--- config.mk ---
export PLATFORM = sky130hd
export DESIGN_NAME = cache_port_arbiter
export DESIGN_NICKNAME = d
export VERILOG_FILES = /design/src/rtl/cache_arb_pkg.sv /design/src/rtl/rr_arb2.sv /design/src/rtl/cache_port_arbiter.sv
export SDC_FILE = /design/constraint.sdc
export NUM_CORES = 1
export LEC_CHECK = 0
export CAP_MARGIN = 5
export CORE_MARGIN = 2
export CORE_UTILIZATION = 30
export CTS_CLUSTER_SIZE = 25
export DETAILED_ROUTE_END_ITERATION = 8
export GPL_TIMING_DRIVEN = 0
export REMOVE_ABC_BUFFERS = 1
export SLEW_MARGIN = 20
export SYNTH_ARGS = -nofsm -noshare
export SYNTH_HDL_FRONTEND = slang
export SYNTH_HIERARCHICAL = 1
export SYNTH_SLANG_ARGS = --single-unit
--- constraint.sdc ---
create_clock -name clk -period 5.04 [get_ports clk]
set_clock_uncertainty 0.2 [all_clocks]
set_input_delay 0.756 -clock clk [delete_from_list [all_inputs] [get_ports clk]]
set_output_delay 0.756 -clock clk [all_outputs]
set_load 0.01 [all_outputs]
--- src/rtl/cache_arb_pkg.sv ---
// Shared types and constants for the two-port cache user-port arbiter.
package cache_arb_pkg;

  localparam int unsigned ADDR_W = 32;
  localparam int unsigned DATA_W = 32;
  localparam int unsigned MASK_W = 4;

  localparam logic [DATA_W-1:0] ERR_RDATA = 32'h0;
  localparam logic [MASK_W-1:0] MASK_ALL  = 4'b1111;

  typedef enum logic [2:0] {
    ST_IDLE,
    ST_ISSUE,
    ST_WAIT_RISE,
    ST_WAIT_FALL,
    ST_DONE
  } arb_state_e;

  typedef struct packed {
    logic              we;
    logic [ADDR_W-1:0] addr;
    logic [DATA_W-1:0] wdata;
    logic [MASK_W-1:0] mask;
  } arb_req_t;

  // Busy-timeout counter width; never narrower than one bit.
  function automatic int unsigned cnt_width(input int unsigned timeout);
    return (timeout > 2) ? $clog2(timeout) : 1;
  endfunction

endpackage

--- src/rtl/rr_arb2.sv ---
// Two-requester arbiter: combinational grant, registered favoured-port pointer.
module rr_arb2 #(
  parameter bit FIXED_PRIO = 1'b0
) (
  input  logic       clk,
  input  logic       rst_x,
  input  logic       en_i,
  input  logic [1:0] req_i,
  output logic [1:0] gnt_c_o
);

  logic prio_q, prio_d;

  always_comb begin
    gnt_c_o = 2'b00;
    prio_d  = prio_q;
    if (en_i) begin
      unique case (req_i)
        2'b01:   gnt_c_o = 2'b01;
        2'b10:   gnt_c_o = 2'b10;
        2'b11:   gnt_c_o = (FIXED_PRIO || prio_q) ? 2'b10 : 2'b01;
        default: gnt_c_o = 2'b00;
      endcase
    end
    // After a grant, favour the port that was not served.
    if (|gnt_c_o) prio_d = ~gnt_c_o[1];
  end

  always_ff @(posedge clk or negedge rst_x) begin
    if (!rst_x) prio_q <= 1'b0;
    else        prio_q <= prio_d;
  end

endmodule

--- src/rtl/cache_port_arbiter.sv ---
// Shares the cache controller user port between instruction fetch (port 0) and load/store (port 1).
module cache_port_arbiter
  import cache_arb_pkg::*;
#(
  parameter int unsigned TIMEOUT    = 4096,
  parameter bit          FIXED_PRIO = 1'b0
) (
  input  logic              clk,
  input  logic              rst_x,
  input  logic              s0_req,
  input  logic              s1_req,
  output logic              s0_gnt,
  output logic              s1_gnt,
  input  logic              s0_we,
  input  logic              s1_we,
  input  logic [ADDR_W-1:0] s0_addr,
  input  logic [ADDR_W-1:0] s1_addr,
  input  logic [DATA_W-1:0] s0_wdata,
  input  logic [DATA_W-1:0] s1_wdata,
  input  logic [MASK_W-1:0] s0_mask,
  input  logic [MASK_W-1:0] s1_mask,
  output logic [DATA_W-1:0] s0_rdata,
  output logic [DATA_W-1:0] s1_rdata,
  output logic              s0_done,
  output logic              s1_done,
  output logic              m_rd_en,
  output logic              m_wr_en,
  output logic [ADDR_W-1:0] m_addr,
  output logic [DATA_W-1:0] m_wdata,
  output logic [MASK_W-1:0] m_mask,
  input  logic [DATA_W-1:0] m_rdata,
  input  logic              m_busy,
  input  logic              m_hit,
  output logic              o_err
);

  localparam int unsigned CNT_W = cnt_width(TIMEOUT);

  arb_state_e               state_q, state_d;
  arb_req_t                 req_q, req_d;
  logic                     owner_q, owner_d;
  logic                     rd_en_q, rd_en_d;
  logic                     wr_en_q, wr_en_d;
  logic [1:0]               done_q, done_d;
  logic [1:0][DATA_W-1:0]   rdata_q, rdata_d;
  logic                     err_q, err_d;
  logic [CNT_W-1:0]         cnt_q, cnt_d;
  logic [1:0]               gnt_c;
  arb_req_t                 sel_c;

  rr_arb2 #(.FIXED_PRIO(FIXED_PRIO)) u_arb (
    .clk     (clk),
    .rst_x   (rst_x),
    .en_i    (state_q == ST_IDLE),
    .req_i   ({s1_req, s0_req}),
    .gnt_c_o (gnt_c)
  );

  assign sel_c = gnt_c[1] ? '{we: s1_we, addr: s1_addr, wdata: s1_wdata, mask: s1_mask}
                          : '{we: s0_we, addr: s0_addr, wdata: s0_wdata, mask: s0_mask};

  // Transaction sequencing; done and rdata are set on the edge that enters DONE.
  always_comb begin
    state_d = state_q;
    req_d   = req_q;
    owner_d = owner_q;
    rd_en_d = 1'b0;
    wr_en_d = 1'b0;
    done_d  = 2'b00;
    rdata_d = rdata_q;
    err_d   = err_q;
    cnt_d   = cnt_q;
    unique case (state_q)
      ST_IDLE: begin
        if (|gnt_c) begin
          owner_d = gnt_c[1];
          req_d   = sel_c;
          if (!sel_c.we) req_d.mask = MASK_ALL;
          if (sel_c.we && (sel_c.mask == '0)) begin
            done_d[gnt_c[1]] = 1'b1;
            state_d          = ST_DONE;
          end else begin
            rd_en_d = ~sel_c.we;
            wr_en_d = sel_c.we;
            state_d = ST_ISSUE;
          end
        end
      end
      ST_ISSUE: begin
        if (!req_q.we && m_hit) begin
          rdata_d[owner_q] = m_rdata;
          done_d[owner_q]  = 1'b1;
          state_d          = ST_DONE;
        end else begin
          state_d = ST_WAIT_RISE;
        end
      end
      ST_WAIT_RISE: begin
        if (m_busy) begin
          cnt_d   = '0;
          state_d = ST_WAIT_FALL;
        end else begin
          err_d            = 1'b1;
          rdata_d[owner_q] = ERR_RDATA;
          done_d[owner_q]  = 1'b1;
          state_d          = ST_DONE;
        end
      end
      ST_WAIT_FALL: begin
        if (!m_busy) begin
          if (!req_q.we) rdata_d[owner_q] = m_rdata;
          done_d[owner_q] = 1'b1;
          state_d         = ST_DONE;
        end else if (cnt_q == CNT_W'(TIMEOUT - 1)) begin
          err_d            = 1'b1;
          rdata_d[owner_q] = ERR_RDATA;
          done_d[owner_q]  = 1'b1;
          state_d          = ST_DONE;
        end else begin
          cnt_d = cnt_q + CNT_W'(1);
        end
      end
      ST_DONE: state_d = ST_IDLE;
      default: state_d = ST_IDLE;
    endcase
  end

  always_ff @(posedge clk or negedge rst_x) begin
    if (!rst_x) begin
      state_q <= ST_IDLE;
      req_q   <= '0;
      owner_q <= 1'b0;
      rd_en_q <= 1'b0;
      wr_en_q <= 1'b0;
      done_q  <= 2'b00;
      rdata_q <= '0;
      err_q   <= 1'b0;
      cnt_q   <= '0;
    end else begin
      state_q <= state_d;
      req_q   <= req_d;
      owner_q <= owner_d;
      rd_en_q <= rd_en_d;
      wr_en_q <= wr_en_d;
      done_q  <= done_d;
      rdata_q <= rdata_d;
      err_q   <= err_d;
      cnt_q   <= cnt_d;
    end
  end

  assign s0_gnt   = gnt_c[0];
  assign s1_gnt   = gnt_c[1];
  assign s0_done  = done_q[0];
  assign s1_done  = done_q[1];
  assign s0_rdata = rdata_q[0];
  assign s1_rdata = rdata_q[1];
  assign m_rd_en  = rd_en_q;
  assign m_wr_en  = wr_en_q;
  assign m_addr   = req_q.addr;
  assign m_wdata  = req_q.wdata;
  assign m_mask   = req_q.mask;
  assign o_err    = err_q;

endmodule

==> results.yml <==
outcome:
  status: "completed"
layout:
  multi_input_area_um2: 3580
  nNetsFinal: 1181
  synthToLayoutAreaGrowth_pct: 46.44
  post-route-util_pct: 44.68
  final_cell_count_no_fill: 1358
  seq_area_um2: 3880
  fillCellCount: 2500
  drive_gt1_share_pct: 12.88
  antennaDiodeCount: 0
power_and_ir_drop:
  power_frac_seq_pct: 29.3
  power.share.clock_pct: 16.8
  p_switching_mw: 2.878
  p_leak_nw: 4.754
  p_per_area_nw_per_um2: 630.0
  internal_power_mw: 4.707
  switching_share_pct: 37.95
  ir_drop_v: 0.0003161
  pwr-share-comb_pct: 53.9
timing:
  slew_headroom_pct: 39.82
  report.final.slew_viol_count: 0
  min_period_ps: 4760
  setup-violations-final: 0
  worst_pin_slew_ps: 896.8
  max_freq_mhz: 210.1
  hold_ws_ps: 123.2
  finalHoldViolations: 0
  rsz0062_at_grt: "no"
  fin_crit_sh_pct: 94.44
route:
  drtAntennaViolNets: 0
  drt_pass1_iterations: 4
  wl_per_cell_um: 19.51
  drt_iter0_drc: 526
  drc: 0
  post_drt_via_cell_ratio: 5.029
  wirelength_um: 26490
  via_count: 6830
floorplan:
  rows: 60
  die_x_um: 169.6
  die-area_um2: 28750
  io_pins: 315
  die_h_um: 169.6
  start_util_pct: 30.51
  core_um2: 26950
logic_synthesis:
  synth_area_um2: 8223
  synth_top_area_share_pct: 47.17
  ys.flop_type: "dfrtp_1"
  synth_compound_area_share_pct: 19.07
  muxShareOfSynthArea_pct: 10.26
  postSynthAreaPerCell_um2: 10.52
  ys_ff_latch: 155
  ys_seq_area_share_pct: 47.17
  ys_top_cells_by_area: "dfrtp_1 47%, buf_4 6.5%, a22oi_1 5.8%"
  netlist_instances: 782
  synthSimpleGateAreaFrac_pct: 13.18
  synth_xor_xnor_area_share_pct: 0
  async_reset_ff_share_pct: 100.0
  synth_edf_count: 0
  ys_types: 52
  synth_top_cell_by_area: "dfrtp_1"
  synth_warnings: 6
  synth_top_family_by_area: "compound AO/OA/AOI/OAI gates"
  synthAdderAreaFrac_pct: 0.1522
worst_setup_path:
  cp.required_ps: 4080
  critPathLaunchType: "flip-flop"
  cp_max_fo: 40
  crit_type: "reg -> out"
  arrival_ps: 3800
  end_kind: "output pin"
clock_tree:
  hold_buffers: 0
  cts_htree_levels: 4
  cts_buffers: 17
  cts_sinks: 155
  ctsRootBufferMaster: "clkbuf_16"
  cts_tree: "yes"
  cts.path.max_buffers: 2
  post_cts_buffers: 0
  clk_pin_slew_worst_paths_ps: 80
  clkLatencyLatePin_ps: 420
global_route:
  grt_pass1_vias: 6635
  grt_usage_pct: 17.86
  grt_pass1_wl_um: 39760
  grt-ovfl-total: 0
  antenna_found_initial: 0
  grt_max_degree: 84
place:
  gp_congestion: 0.7843
  io_buffers: 314
  dpl.hpwl_um: 18340
  dpl.cell_count: 1325
hold_path:
  hp-class: "in -> async"
flow_run:
  maxCapViolCount: 0
==> cell type report <==
| class | instances | area share [%] |
|---|---|---|
| flip-flops and latches | 155 | 32.22 |
| multi-input cells | 492 | 29.73 |
| repair buffers | 332 | 29.50 |
| well taps | 341 | 3.543 |
| clock buffers | 17 | 3.533 |
| clock inverters | 15 | 1.247 |
| inverters | 6 | 0.2286 |
==> logic make-up (layout without fill, tap and decap cells) <==
family                   count (synthesis)  after routing
adder cells (fa/ha/maj)                  1              1
AO/OA/AOI/OAI                          247            247
AND/OR/NAND/NOR                        178            179
buffers and inverters                  136            370
flip-flops                             155            155
multiplexers                            65             65
==> layer usage <==
layer	GRT usage, %	up-vias	wire [um]
met3	3.685	25	1350
met5	0	-	0
met2	30.08	175	12950
li1	-	3217	-
met1	23.48	3413	11770
met4	4.422	0	419
==> power groups by stage <==
stage / Clock, mW / Combinational, mW / Sequential [mW]
global route: 1.37 / 4.46 / 2.31
floorplan: 0 / 1.79 / 2.42
detailed placement: 0 / 4.12 / 2.23
global placement: 0 / 3.90 / 2.22
finish: 1.27 / 4.09 / 2.23
CTS: 1.32 / 4.12 / 2.21
==> sequential cells by signal, summed over array words and instances (netlist names) <==
register      count
req_q             1
m_addr           32
s1_rdata         32
done_q            2
m_wdata          32
cnt_q            12
m_rd_en           1
m_wr_en           1
state_q           3
s0_rdata         32
m_mask            4
u_arb/prio_q      1
o_err             1
owner_q           1
==> through the flow <==
| stage | worst slack [ps] | cell area (um2) | setup TNS, ps | power, mW |
|---|---|---|---|---|
| floorplan | -5124 | 7408 | -284660 | 4.217 |
| global placement | -11730 | 10980 | -1403860 | 6.118 |
| detailed placement | 497.3 | 11450 | 0 | 6.345 |
| CTS | 34.44 | 12020 | 0 | 7.656 |
| global route | 61.44 | 12040 | 0 | 8.140 |
| finish | 280.4 | 12040 | 0 | 7.586 |
==> critical path: stages, from the launching register on <==
cell and delay (ps):
dfrtp_1 570, or3_4 610, inv_6 300, buf_12 260, nand2_1 160, a21oi_4 340
buf_16 210, buf_8 160, buf_16 180, clkdlybuf4s50_1 550
==> cell usage in the layout (no fill, tap or decap), types with 2 or more instances in the layout <==
master,synthesis,layout
clkdlybuf4s50_1,0,313
dfrtp_1,155,154
o21ai_0,84,82
nor2b_1,71,71
a31oi_1,66,66
a22oi_1,64,64
and2_1,34,33
mux2_2,33,33
mux2_4,30,30
nand2_1,19,19
clkbuf_16,0,17
buf_16,0,11
a21oi_1,11,9
nand3_1,8,8
inv_6,0,7
nor2_1,6,6
nor3_1,6,6
or4_1,6,6
inv_1,6,5
a211oi_1,5,5
nand3b_1,4,4
or3_1,5,4
inv_8,0,4
nand2b_1,3,3
o31ai_1,3,3
a21o_1,3,3
buf_12,3,3
nor4_1,3,2
or2_2,2,2
nand4_1,2,2
o311ai_0,2,2
clkinvlp_4,0,2
clkinv_8,0,2
buf_8,0,2
buf_4,71,2
a21oi_4,0,2
==> synthesized netlist by cell type, types with 8 or more instances <==
library cell,instances
a21oi_1,11
o21ai_0,84
mux2_4,30
buf_4,71
nand3_1,8
clkbuf_1,44
nand2_1,19
a22oi_1,64
mux2_2,33
dfrtp_1,155
a31oi_1,66
buf_1,8
and2_1,34
nor2b_1,71
==> final timing paths <==
kind / depth (start not counted) / to / startpoint / slack (ps)
setup / recovery: 9 / s0_gnt / state_q[1] / 280
hold / removal: 1 / s1_rdata[10] / rst_x / 120
setup reg to reg: 10 / req_q[68] / state_q[1] / 870
hold reg to reg: 1 / o_err / o_err / 260
max in group asynchronous: 2 / m_wdata[30] / rst_x / 3650
min in group clk: 1 / o_err / o_err / 260
==> repair_timing <==
| item | CTS | global route |
|---|---|---|
| gates resized for setup | 0 | 2 |
| endpoints found under the hold margin | 0 | 0 |
| setup endpoints to repair | 0 | 1 |
(Power assumes the default switching activity.)
